==> config.mk <==
export PLATFORM = sky130hd
export DESIGN_NAME = pipeline_hazard_unit
export DESIGN_NICKNAME = d
export VERILOG_FILES = /design/src/rtl/hazard_pkg.sv /design/src/rtl/hazard_forward_unit.sv /design/src/rtl/pipeline_hazard_unit.sv
export SDC_FILE = /design/constraint.sdc
export NUM_CORES = 1
export LEC_CHECK = 0
export BUFFER_PORTS_ARGS = -buffer_cell sky130_fd_sc_hd__buf_2
export CAP_MARGIN = 20
export CORE_MARGIN = 5
export CORE_UTILIZATION = 35
export DETAILED_ROUTE_END_ITERATION = 8
export PLACE_DENSITY_LB_ADDON = 0.08
export SLEW_MARGIN = 20
export SYNTH_ARGS = -nofsm -noshare
export SYNTH_HDL_FRONTEND = slang
export SYNTH_HIERARCHICAL = 1
export SYNTH_SLANG_ARGS = --single-unit
==> constraint.sdc <==
create_clock -name clk -period 3.18 [get_ports clk]
set_input_delay 0.159 -clock clk [delete_from_list [all_inputs] [get_ports clk]]
set_output_delay 0.159 -clock clk [all_outputs]
set_load 0.05 [all_outputs]
==> src/rtl/hazard_pkg.sv <==
// hazard_pkg: shared definitions for the pipeline hazard unit.
//   hz_state_e       - multi-cycle FSM states (IDLE, BUSY)
//   FWD_RF/WB/MEM    - forwarding operand-select encodings
package hazard_pkg;

  typedef enum logic {
    IDLE = 1'b0,
    BUSY = 1'b1
  } hz_state_e;

  localparam logic [1:0] FWD_RF  = 2'b00;
  localparam logic [1:0] FWD_WB  = 2'b01;
  localparam logic [1:0] FWD_MEM = 2'b10;

endpackage

==> src/rtl/hazard_forward_unit.sv <==
// hazard_forward_unit: combinational operand-forwarding select for one
// Execute source register. The Memory stage has priority over Writeback,
// and register 0 is never forwarded.
// Ports:
//   i_rs        Execute source register
//   i_rdM/i_rdW Memory / Writeback destination registers
//   i_regwriteM/i_regwriteW  destination write enables
//   o_fwd       select: FWD_RF, FWD_WB or FWD_MEM
module hazard_forward_unit
  import hazard_pkg::*;
#(
  parameter int unsigned REG_AW = 5
) (
  input  logic [REG_AW-1:0] i_rs,
  input  logic [REG_AW-1:0] i_rdM,
  input  logic [REG_AW-1:0] i_rdW,
  input  logic              i_regwriteM,
  input  logic              i_regwriteW,
  output logic [1:0]        o_fwd
);

  logic w_rs_nz;

  assign w_rs_nz = (i_rs != '0);

  always_comb begin
    o_fwd = FWD_RF;
    if (w_rs_nz && i_regwriteM && (i_rs == i_rdM)) begin
      o_fwd = FWD_MEM;
    end else if (w_rs_nz && i_regwriteW && (i_rs == i_rdW)) begin
      o_fwd = FWD_WB;
    end
  end

endmodule

==> src/rtl/pipeline_hazard_unit.sv <==
// pipeline_hazard_unit: hazard detection for a 5-stage pipeline.
//   - combinational forwarding for both Execute operands
//   - load-use stall (stall F/D, bubble E)
//   - branch/jump redirect (flush D/E), overriding load-use
//   - multi-cycle Execute op FSM (IDLE/BUSY) holding F/D/E for MC_LAT-1
//     cycles; flushM mirrors stallE
// Ports: clk, rst (sync, active high); rs1D/rs2D, rs1E/rs2E/rdE, rdM/rdW,
//   regwriteM/W, res_src_0E, mc_startE, pcsrcE in; stallF/D/E,
//   flushD/E/M, forwardAE/BE, mc_busy out.
// Optional: define HAZARD_PERF_CNT_EN to add saturating stall_cnt and
//   flush_cnt performance counters (and their ports).
module pipeline_hazard_unit
  import hazard_pkg::*;
#(
  parameter int unsigned REG_AW = 5,
  parameter int unsigned MC_LAT = 4,
  parameter int unsigned PERF_W = 16
) (
  input  logic              clk,
  input  logic              rst,
  input  logic [REG_AW-1:0] rs1D,
  input  logic [REG_AW-1:0] rs2D,
  input  logic [REG_AW-1:0] rs1E,
  input  logic [REG_AW-1:0] rs2E,
  input  logic [REG_AW-1:0] rdE,
  input  logic [REG_AW-1:0] rdM,
  input  logic [REG_AW-1:0] rdW,
  input  logic              regwriteM,
  input  logic              regwriteW,
  input  logic              res_src_0E,
  input  logic              mc_startE,
  input  logic              pcsrcE,
  output logic              stallF,
  output logic              stallD,
  output logic              stallE,
  output logic              flushD,
  output logic              flushE,
  output logic              flushM,
  output logic [1:0]        forwardAE,
  output logic [1:0]        forwardBE,
  output logic              mc_busy
`ifdef HAZARD_PERF_CNT_EN
  ,
  output logic [PERF_W-1:0] stall_cnt,
  output logic [PERF_W-1:0] flush_cnt
`endif
);

  if (MC_LAT < 2 || MC_LAT > 16 || PERF_W < 1) begin : g_param_chk
    $error("pipeline_hazard_unit: MC_LAT must be 2..16 and PERF_W >= 1");
  end

  // Busy cycles after the first: cnt counts down the remaining stalled ones.
  localparam logic [3:0] LP_CNT_INIT = 4'(MC_LAT - 2);

  hz_state_e  r_state, w_state_nxt;
  logic [3:0] r_cnt, w_cnt_nxt;
  logic       w_mc_stall;
  logic       w_lu_raw;
  logic       w_lu;

  hazard_forward_unit #(.REG_AW(REG_AW)) u_fwd_a (
    .i_rs        (rs1E),
    .i_rdM       (rdM),
    .i_rdW       (rdW),
    .i_regwriteM (regwriteM),
    .i_regwriteW (regwriteW),
    .o_fwd       (forwardAE)
  );

  hazard_forward_unit #(.REG_AW(REG_AW)) u_fwd_b (
    .i_rs        (rs2E),
    .i_rdM       (rdM),
    .i_rdW       (rdW),
    .i_regwriteM (regwriteM),
    .i_regwriteW (regwriteW),
    .o_fwd       (forwardBE)
  );

  always_ff @(posedge clk) begin
    if (rst) begin
      r_state <= IDLE;
      r_cnt   <= '0;
    end else begin
      r_state <= w_state_nxt;
      r_cnt   <= w_cnt_nxt;
    end
  end

  always_comb begin
    w_state_nxt = r_state;
    w_cnt_nxt   = r_cnt;
    w_mc_stall  = 1'b0;
    case (r_state)
      IDLE: begin
        if (mc_startE && !pcsrcE) begin
          w_mc_stall  = 1'b1;
          w_state_nxt = BUSY;
          w_cnt_nxt   = LP_CNT_INIT;
        end
      end
      BUSY: begin
        // Last Execute cycle of the op is unstalled; mc_startE is ignored here.
        if (r_cnt != '0) begin
          w_mc_stall = 1'b1;
          w_cnt_nxt  = r_cnt - 4'd1;
        end else begin
          w_state_nxt = IDLE;
        end
      end
      default: w_state_nxt = IDLE;
    endcase
  end

  assign w_lu_raw = res_src_0E && (rdE != '0) && ((rs1D == rdE) || (rs2D == rdE));
  // Load-use is held off while the multi-cycle op owns Execute.
  assign w_lu     = w_lu_raw && !w_mc_stall;

  assign stallF  = !pcsrcE && (w_mc_stall || w_lu);
  assign stallD  = !pcsrcE && (w_mc_stall || w_lu);
  assign stallE  = w_mc_stall;
  assign flushD  = pcsrcE;
  assign flushE  = pcsrcE || w_lu;
  assign flushM  = w_mc_stall;
  assign mc_busy = (r_state == BUSY);

`ifdef HAZARD_PERF_CNT_EN
  logic [PERF_W-1:0] r_stall_cnt;
  logic [PERF_W-1:0] r_flush_cnt;

  always_ff @(posedge clk) begin
    if (rst) begin
      r_stall_cnt <= '0;
      r_flush_cnt <= '0;
    end else begin
      if (stallF && (r_stall_cnt != '1)) r_stall_cnt <= r_stall_cnt + 1'b1;
      if (flushD && (r_flush_cnt != '1)) r_flush_cnt <= r_flush_cnt + 1'b1;
    end
  end

  assign stall_cnt = r_stall_cnt;
  assign flush_cnt = r_flush_cnt;
`endif

endmodule

==> impl_metrics.py, run 1 <==
metrics = {
    "run_status": {
        "outcome": "complete, no violations",
    },
    "yosys": {
        "syn_area_um2": 712,
        "syn_avg_cell_area_um2": 8.18,
        "synth_warnings": 6,
        "synth_top_area_share_pct": 22.1,
        "synth_nets": 131,
        "synth_top_area_cell": "xor2_1",
        "synthCells": 87,
        "ys_ff_latch": 5,
        "synthTopCellsByArea": "xor2_1, xnor2_1, dfxtp_1",
        "yosysSeqAreaShare_pct": 14.1,
        "synth_cell_type_count": 29,
    },
    "floorplan": {
        "die_w_um": 55.1,
        "core_mm2": 0.00194,
        "die_h_um": 55.1,
        "initial_core_util_pct": 36.7,
        "rows": 16,
        "io_pins": 53,
        "dieArea_mm2": 0.00304,
    },
    "clock_network": {
        "clk_latency_ns": 0.24,
        "postCtsSetupBuffers": 0,
        "cts_hold_buffers": 0,
        "cts.path.max_buffers": 2,
        "path_clk_slew_ns": 0.04,
        "cts_buffers": 3,
        "cts.sinks": 5,
        "post_cts_resized": 0,
        "cts_root_buf": "clkbuf_4",
        "h-tree-depth": 1,
        "cts_tree": "built",
    },
    "global_routing": {
        "antenna_found_initial": 0,
        "grt_max_degree": 9,
        "first_global_vias": 841,
        "grt_pass1_wl_um": 3200,
        "grt-ovfl-total": 0,
        "track_usage_pct": 14.6,
    },
    "layout": {
        "final_common_cell": "buf_2",
        "n_antenna_cell": 0,
        "area_growth_pct": 41.8,
        "drive_above_1_share_pct": 43.6,
        "layout_common_cells": "buf_2, xor2_1, xnor2_1, nor2_1, dfxtp_1",
        "nNetsFinal": 185,
    },
    "timing": {
        "timing.fmax_mhz": 450,
        "setup_viol": 0,
        "period_share_pct": 69.9,
        "max_slew.worst_pin.slew_ns": 0.462,
        "finClkSkew_ns": 0.00360,
        "hold_violations": 0,
        "fin_tns_setup_ns": 0,
        "rsz0062_at_grt": "false",
        "period_needed_ns": 2.22,
        "maxSlewHeadroom_pct": 68.9,
        "drv_slew": 0,
        "finalWorstSetupSlack_ns": 0.958,
    },
    "place": {
        "post-dp-hpwl_um": 1830,
        "place_ws_ns": 1.22,
        "place_congestion": 0.785,
        "port_buffers": 52,
    },
    "power_and_ir_drop": {
        "leakage_uw": 0.000491,
        "p_per_area_mw_per_mm2": 288,
        "power.total_uw": 291,
        "ir_drop_mv": 0.254,
    },
    "critical_path": {
        "criticalPathCategory": "register to output port",
        "worstSetupStartpointType": "register",
        "cp.arrival_ns": 2.06,
        "r2r_cells": 6,
        "timing.critical_path.fanout_max": 8,
        "crit_path_end_kind": "output port",
        "cp.required_ns": 3.02,
    },
    "routing": {
        "wl_um": 2050,
        "firstDrtPassIters": 4,
        "via_per_inst": 4.76,
        "detail-route-antenna-nets": 0,
        "num_vias": 795,
        "post_drt_wl_per_cell_um": 12.3,
        "drtIter0Drc": 3,
        "route.detailed.drc": 0,
    },
    "flow_run": {
        "drv_cap": 0,
    },
    "hold_path": {
        "hold_path.class": "input port to register",
        "holdPathStages": 2,
    },
}
==> final cells by class <==
type,count,area [µm²]
timing repair buffer,52,260
multi-input combinational,74,571
inverter,5,18.8
fill,226,932
clock buffer,4,26.3
sequential,5,100
tap,27,33.8
==> stage by stage <==
stage	cells	hold WS, ns	utilization [%]	area, µm²
3_5_place_dp	163	0.371	50.6	983
3_3_place_gp	163	0.372	50.6	983
4_1_cts	167	0.110	52.0	1010
2_1_floorplan	87	0.231	-	712
6_report	167	0.116	52.0	1010
5_1_grt	167	0.104	52.0	1010
==> sequential cells by signal, summed over array words and instances (netlist names) <==
name     flops
mc_busy      1
r_cnt        4
==> metal layers <==
metal  GRT usage [%]  vias to the layer above  share of wire, %
met5               0                        -                 0
met4            2.43                        0                 0
met3            6.43                        0                15
met2            29.1                       40                49
met1            13.6                      349                36
li1                -                      406                 -
==> worst max-delay path, cell delays in order (launching register included) <==
cell and delay [ns]:
dfxtp_1 0.33, inv_1 0.09, ha_1 0.14, or3b_4 0.39, a21oi_4 0.26, inv_2 0.08
o31ai_2 0.24, buf_2 0.30
==> where the power goes <==
part	internal (µW)	switching (µW)	leakage, µW	total (µW)
Clock	47.5	26.6	0.0000150	74.1
Sequential	67.8	4.04	0.0000410	71.9
Combinational	61.9	83.4	0.000435	145
Total	177	114	0.000491	291
==> synthesized netlist by cell type, drive strengths merged <==
cell and number:
dfxtp 5, nor3 2, or4 3, and2 3
xor2 18, nand4 2, a2111oi 2, mux2i 1
nor4 2, nand2 2, a21oi 3, inv 5
nor3b 1, buf 3, or3b 1, a22oi 1
ha 2, xnor2 12, and3b 2, or2 1
o21ai 4, o31ai 2, or3 3, nor2 6
a221oi 1
==> path summary, 6_finish.rpt <==
path | from | end | slack (ns)
worst min register to register | r_cnt[3]$_SDFFE_PP0P_ | r_cnt[3]$_SDFFE_PP0P_ | 0.49
worst max register to register | r_cnt[0]$_SDFFE_PP0P_ | r_cnt[3]$_SDFFE_PP0P_ | 1.64
worst max-delay path | r_cnt[0]$_SDFFE_PP0P_ | flushE | 0.96
worst min-delay path | rst | r_cnt[0]$_SDFFE_PP0P_ | 0.12
==> cell families (layout without fill, tap and decap cells) <==
kind of cell / Yosys count / in the layout / synth area share (%)
adder cells (fa/ha/maj): 2 / 2 / 3.51
AND/OR/NAND/NOR: 28 / 28 / 24.3
flip-flops: 5 / 5 / 14.1
multiplexers: 1 / 1 / 1.41
XOR/XNOR: 30 / 30 / 36.9
AO/OA/AOI/OAI: 13 / 13 / 14.1
buffers and inverters: 8 / 61 / 5.80
Note: power is estimated with default switching activity, not from simulation.
==> run 2, diff against run 1 <==
==> constraint.sdc (replaced) <==
create_clock -name clk -period 1.95 [get_ports clk]
set_input_delay 0.0975 -clock clk [delete_from_list [all_inputs] [get_ports clk]]
set_output_delay 0.0975 -clock clk [all_outputs]
set_load 0.05 [all_outputs]
==> run 2 against run 1 <==
Compared with the run above:
- cell count up 1.2%
- setup slack worse by 0.89 ns
- global-route usage down 0.73 points
- total power up 72%
- critical path type unchanged
- critical endpoint is now stallD
- largest power group unchanged
==> impl_metrics.py, run 2 (synthesis gave the netlist of run 1 again) <==
metrics = {
    "clock_network": {
        "cts_tree": "built",
        "path_clk_slew_ns": 0.05,
        "cts_buffers": 3,
        "clk_latency_ns": 0.25,
        "cts.sinks": 5,
        "cts_hold_buffers": 0,
        "h-tree-depth": 1,
        "cts.path.max_buffers": 2,
        "cts_root_buf": "clkbuf_4",
    },
    "critical_path": {
        "timing.critical_path.fanout_max": 3,
        "r2r_cells": 7,
        "worstPathCellList": "inv_2 > ha_1 > or3b_4 > and2_4 > o21ai_4 > o31ai_4 > buf_6",
        "cp_num_buf_inv": 2,
        "worstSetupStartpointType": "register",
        "cp.required_ns": 1.85,
        "cpPeakStageDelay_ns": 0.40,
        "cp.arrival_ns": 1.78,
        "cp.depth": 7,
        "crit_path_end_kind": "output port",
        "path_delay_family": "simple AND/OR/NAND/NOR gates",
        "criticalPathCategory": "register to output port",
        "slowest_stage": "or3b_4",
    },
    "power_and_ir_drop": {
        "p_per_area_mw_per_mm2": 460,
        "p_sw_uw": 197,
        "clockPowerShare_pct": 24.4,
        "pwr-share-seq_pct": 23.6,
        "p_int_uw": 303,
        "netSwitchingFraction_pct": 39.4,
        "ir_drop_mv": 0.355,
        "leakage_uw": 0.000513,
        "p_comb_share_pct": 52.0,
    },
    "layout": {
        "final_common_cell": "buf_2",
        "num-fill-cells": 190,
        "stdcell_count": 169,
        "drive_above_1_share_pct": 48.6,
        "area_growth_pct": 52.7,
        "largest_register": "r_cnt",
        "multiInputGateArea_um2": 614,
        "largest_register_ff_count": 4,
        "n_antenna_cell": 0,
        "layout_common_cells": "buf_2, xor2_1, xnor2_1, nor2_1, dfxtp_1",
        "nNetsFinal": 187,
        "layout.area.seq_um2": 100,
    },
    "hold_path": {
        "hold_path.class": "input port to register",
        "holdPathStages": 2,
    },
    "timing": {
        "hold_violations": 0,
        "max_slew.worst_pin.slew_ns": 0.496,
        "finClkSkew_ns": 0.0102,
        "timing.fmax_mhz": 531,
        "drv_slew": 0,
        "maxSlewHeadroom_pct": 66.9,
        "fin_tns_setup_ns": 0,
        "setup_viol": 0,
        "period_needed_ns": 1.88,
        "period_share_pct": 96.5,
    },
    "place": {
        "place_congestion": 0.791,
        "post-dp-hpwl_um": 1740,
        "dp.cells": 163,
        "port_buffers": 52,
    },
    "global_routing": {
        "grt-ovfl-total": 0,
        "track_usage_pct": 13.9,
        "grt_use_met3_pct": 6.17,
        "grt_max_degree": 8,
        "grt_util_met2_pct": 25.8,
        "antenna_found_initial": 0,
        "met1_usage_pct": 14.3,
        "first_global_vias": 799,
        "top_usage_layer": "met2",
        "grt_pass1_wl_um": 3120,
    },
    "routing": {
        "num_vias": 798,
        "route.detailed.drc": 0,
        "firstDrtPassIters": 2,
        "drtIter0Drc": 2,
        "post_drt_wl_per_cell_um": 12.1,
        "detail-route-antenna-nets": 0,
        "wl_um": 2050,
        "via_per_inst": 4.72,
    },
    "floorplan": {
        "io_pins": 53,
        "dieArea_mm2": 0.00304,
        "die_w_um": 55.1,
        "initial_core_util_pct": 36.7,
        "rows": 16,
        "core_mm2": 0.00194,
        "die_h_um": 55.1,
    },
    "run_status": {
        "outcome": "complete, no violations",
    },
    "flow_run": {
        "drv_cap": 0,
    },
}
## run 2: power groups by stage
stage / clock network (µW) / logic, µW / registers [µW]
global route: 135 / 284 / 119
floorplan: 0 / 155 / 122
detailed placement: 0 / 241 / 119
global placement: 0 / 237 / 119
finish: 122 / 260 / 118
CTS: 123 / 250 / 117
## run 2: final cells by class
class	instances	area share, %
multi-input cells	74	56.5
repair buffers	54	27.0
flip-flops and latches	5	9.21
well taps	27	3.11
clock buffers	4	2.42
inverters	5	1.73
## run 2: layer usage
layer | part of all wire [%] | routed length [µm]
met1 | 38 | 774
met2 | 50 | 1030
met3 | 12 | 238
met4 | 0.68 | 14
met5 | 0 | 0
## run 2: through the flow
stage	util [%]	cell area (µm²)	setup slack, ns	hold WS (ns)	power, µW
finish	56.0	1090	0.0676	0.0627	500
global route	56.0	1090	-0.00538	0.0837	538
CTS	54.1	1050	0.00402	0.0584	490
detailed placement	51.7	1000	0.0703	0.308	360
global placement	51.7	1000	0.109	0.307	356
floorplan	-	733	-0.270	0.170	277
## run 2: timing repair
action                                 4_1_cts  5_1_grt
endpoints found under the hold margin        0        0
buffers inserted                             1        1
pin swaps                                    1        2
resized for setup                            5        8
setup endpoints to repair                    3        3
## run 2: final timing paths
path	startpoint	end	slack, ns
worst min-delay path	rst	r_cnt[1]$_SDFFE_PP0P_	0.06
worst min register to register	r_cnt[3]$_SDFFE_PP0P_	r_cnt[3]$_SDFFE_PP0P_	0.49
worst max-delay path	r_cnt[1]$_SDFFE_PP0P_	stallD	0.07
worst max register to register	r_cnt[0]$_SDFFE_PP0P_	r_cnt[3]$_SDFFE_PP0P_	0.33
## run 2: worst register-to-register path, cell delays in order, from the launching register on
cell     delay (ns)
dfxtp_1        0.37
inv_2          0.05
ha_1           0.19
or3b_4         0.25
a21oi_4        0.06
buf_4          0.17
or3_1          0.34
a21oi_1        0.13
==> run 3, diff against run 2 <==
--- a/config.mk
+++ b/config.mk
@@ -8,7 +8,7 @@
 export BUFFER_PORTS_ARGS = -buffer_cell sky130_fd_sc_hd__buf_2
 export CAP_MARGIN = 20
 export CORE_MARGIN = 5
-export CORE_UTILIZATION = 35
+export CORE_UTILIZATION = 36
 export DETAILED_ROUTE_END_ITERATION = 8
 export PLACE_DENSITY_LB_ADDON = 0.08
 export SLEW_MARGIN = 20
==> run 3 against run 2 <==
Compared with the run above:
- clock-buffer cell count stayed put
- die area fell by 2.3%
- combinational power barely moved
- critical path type unchanged
- clock power down 3%
- largest power group unchanged
- sequential power hardly changed
- total power is 1.6% lower
- non-clock buffer count grew 1
==> impl_metrics.py, run 3 (synthesis gave the netlist of run 1 again) <==
metrics = {
    "run_status": {
        "outcome": "complete, no violations",
    },
    "timing": {
        "maxSlewHeadroom_pct": 73.9,
        "hold_violations": 0,
        "rsz0062_at_grt": "false",
        "fin_tns_setup_ns": 0,
        "worst_hold_slack_ns": 0.0705,
        "period_share_pct": 94.1,
        "period_needed_ns": 1.84,
        "timing.fmax_mhz": 545,
        "finalWorstSetupSlack_ns": 0.115,
        "setup_viol": 0,
        "finClkSkew_ns": 0.000338,
        "max_slew.worst_pin.slew_ns": 0.388,
        "drv_slew": 0,
    },
    "routing": {
        "wl_um": 1850,
        "firstDrtPassIters": 2,
        "detail-route-antenna-nets": 0,
        "route.detailed.drc": 0,
        "num_vias": 804,
        "drtIter0Drc": 2,
        "via_per_inst": 4.73,
        "post_drt_wl_per_cell_um": 10.9,
    },
    "critical_path": {
        "worstSetupStartpoint": "r_cnt[0]$_SDFFE_PP0P_",
        "crit_top_cell": "inv_2",
        "cp.required_ns": 1.85,
        "cpPeakStageDelay_ns": 0.39,
        "path_delay_family": "simple AND/OR/NAND/NOR gates",
        "criticalPathCategory": "register to output port",
        "cp_num_buf_inv": 3,
        "worstPathCellList": "inv_2 > ha_1 > or3b_4 > a21oi_4 > inv_2 > o31ai_4 > buf_6",
        "cp.arrival_ns": 1.74,
        "cp.depth": 7,
        "slowest_stage": "or3b_4",
        "reg2reg_from": "r_cnt[0]$_SDFFE_PP0P_",
        "crit_path_end_kind": "output port",
        "r2r_cells": 7,
        "timing.critical_path.fanout_max": 3,
        "worstSetupStartpointType": "register",
    },
    "place": {
        "port_buffers": 52,
        "post-dp-hpwl_um": 1690,
        "place_ws_ns": 0.0629,
        "dp.cells": 163,
        "place_congestion": 0.769,
    },
    "clock_network": {
        "cts.sinks": 5,
        "path_clk_slew_ns": 0.04,
        "cts_tree": "built",
        "cts_buffers": 3,
        "clk_latency_ns": 0.24,
        "cts.path.max_buffers": 2,
        "h-tree-depth": 1,
        "cts_root_buf": "clkbuf_4",
    },
    "floorplan": {
        "initial_core_util_pct": 37.0,
        "rows": 16,
        "core_mm2": 0.00192,
        "io_pins": 53,
        "die_w_um": 54.5,
        "die_h_um": 54.5,
        "dieArea_mm2": 0.00297,
    },
    "layout": {
        "layout_common_cells": "buf_2, xor2_1, xnor2_1, nor2_1, dfxtp_1",
        "area_growth_pct": 51.7,
        "drive_above_1_share_pct": 49.7,
        "n_antenna_cell": 0,
        "largest_register": "r_cnt",
        "largest_register_ff_count": 4,
        "fin_util_pct": 56.2,
        "stdcell_count": 170,
        "final_common_cell": "buf_2",
        "nNetsFinal": 188,
    },
    "hold_path": {
        "hold_path.class": "input port to register",
        "hp-start": "rst",
        "holdPathStages": 2,
    },
    "power_and_ir_drop": {
        "p_per_area_mw_per_mm2": 456,
        "leakage_uw": 0.000515,
        "ir_drop_mv": 0.193,
    },
    "global_routing": {
        "track_usage_pct": 12.9,
        "grt_max_degree": 8,
        "grt_pass1_wl_um": 2850,
        "grt-ovfl-total": 0,
        "first_global_vias": 728,
        "antenna_found_initial": 0,
    },
    "flow_run": {
        "drv_cap": 0,
    },
}
-- run 3: worst paths after layout --
kind,endpoint,slack (ns)
worst max-delay path,flushE,0.11
worst min-delay path,r_cnt[0]$_SDFFE_PP0P_,0.07
worst max register to register,r_cnt[3]$_SDFFE_PP0P_,0.36
worst min register to register,r_cnt[3]$_SDFFE_PP0P_,0.48
-- run 3: final cells by class --
| cell class | count | area [µm²] |
|---|---|---|
| fillers | 200 | 842 |
| multi-input cells | 74 | 598 |
| repair buffers | 55 | 302 |
| flip-flops and latches | 5 | 101 |
| well taps | 27 | 33.8 |
| clock buffers | 4 | 26.3 |
| inverters | 5 | 18.8 |
-- run 3: power breakdown --
group | internal, µW | total [µW] | switching (µW)
clock network | 77.2 | 118 | 40.4
registers | 111 | 118 | 6.69
logic | 116 | 257 | 141
total | 304 | 492 | 188
-- run 3: repair_timing --
action,in CTS,in global routing
setup endpoints to repair,3,3
setup buffers,1,2
resized for setup,5,8
hold buffers,0,0
pin swaps,2,2
-- run 3: through the flow --
step | total power [µW] | instance area (µm²)
after global placement | 356 | 1000
after global routing | 526 | 1080
after CTS | 487 | 1050
final | 492 | 1080
after detailed placement | 360 | 1000
after floorplan | 277 | 733
-- run 3: per-layer routing --
layer | track usage, % | routed length, µm
met4 | 4.98 | 0
met5 | 0 | 0
met3 | 2.72 | 130
met1 | 14.7 | 720
met2 | 23.1 | 995
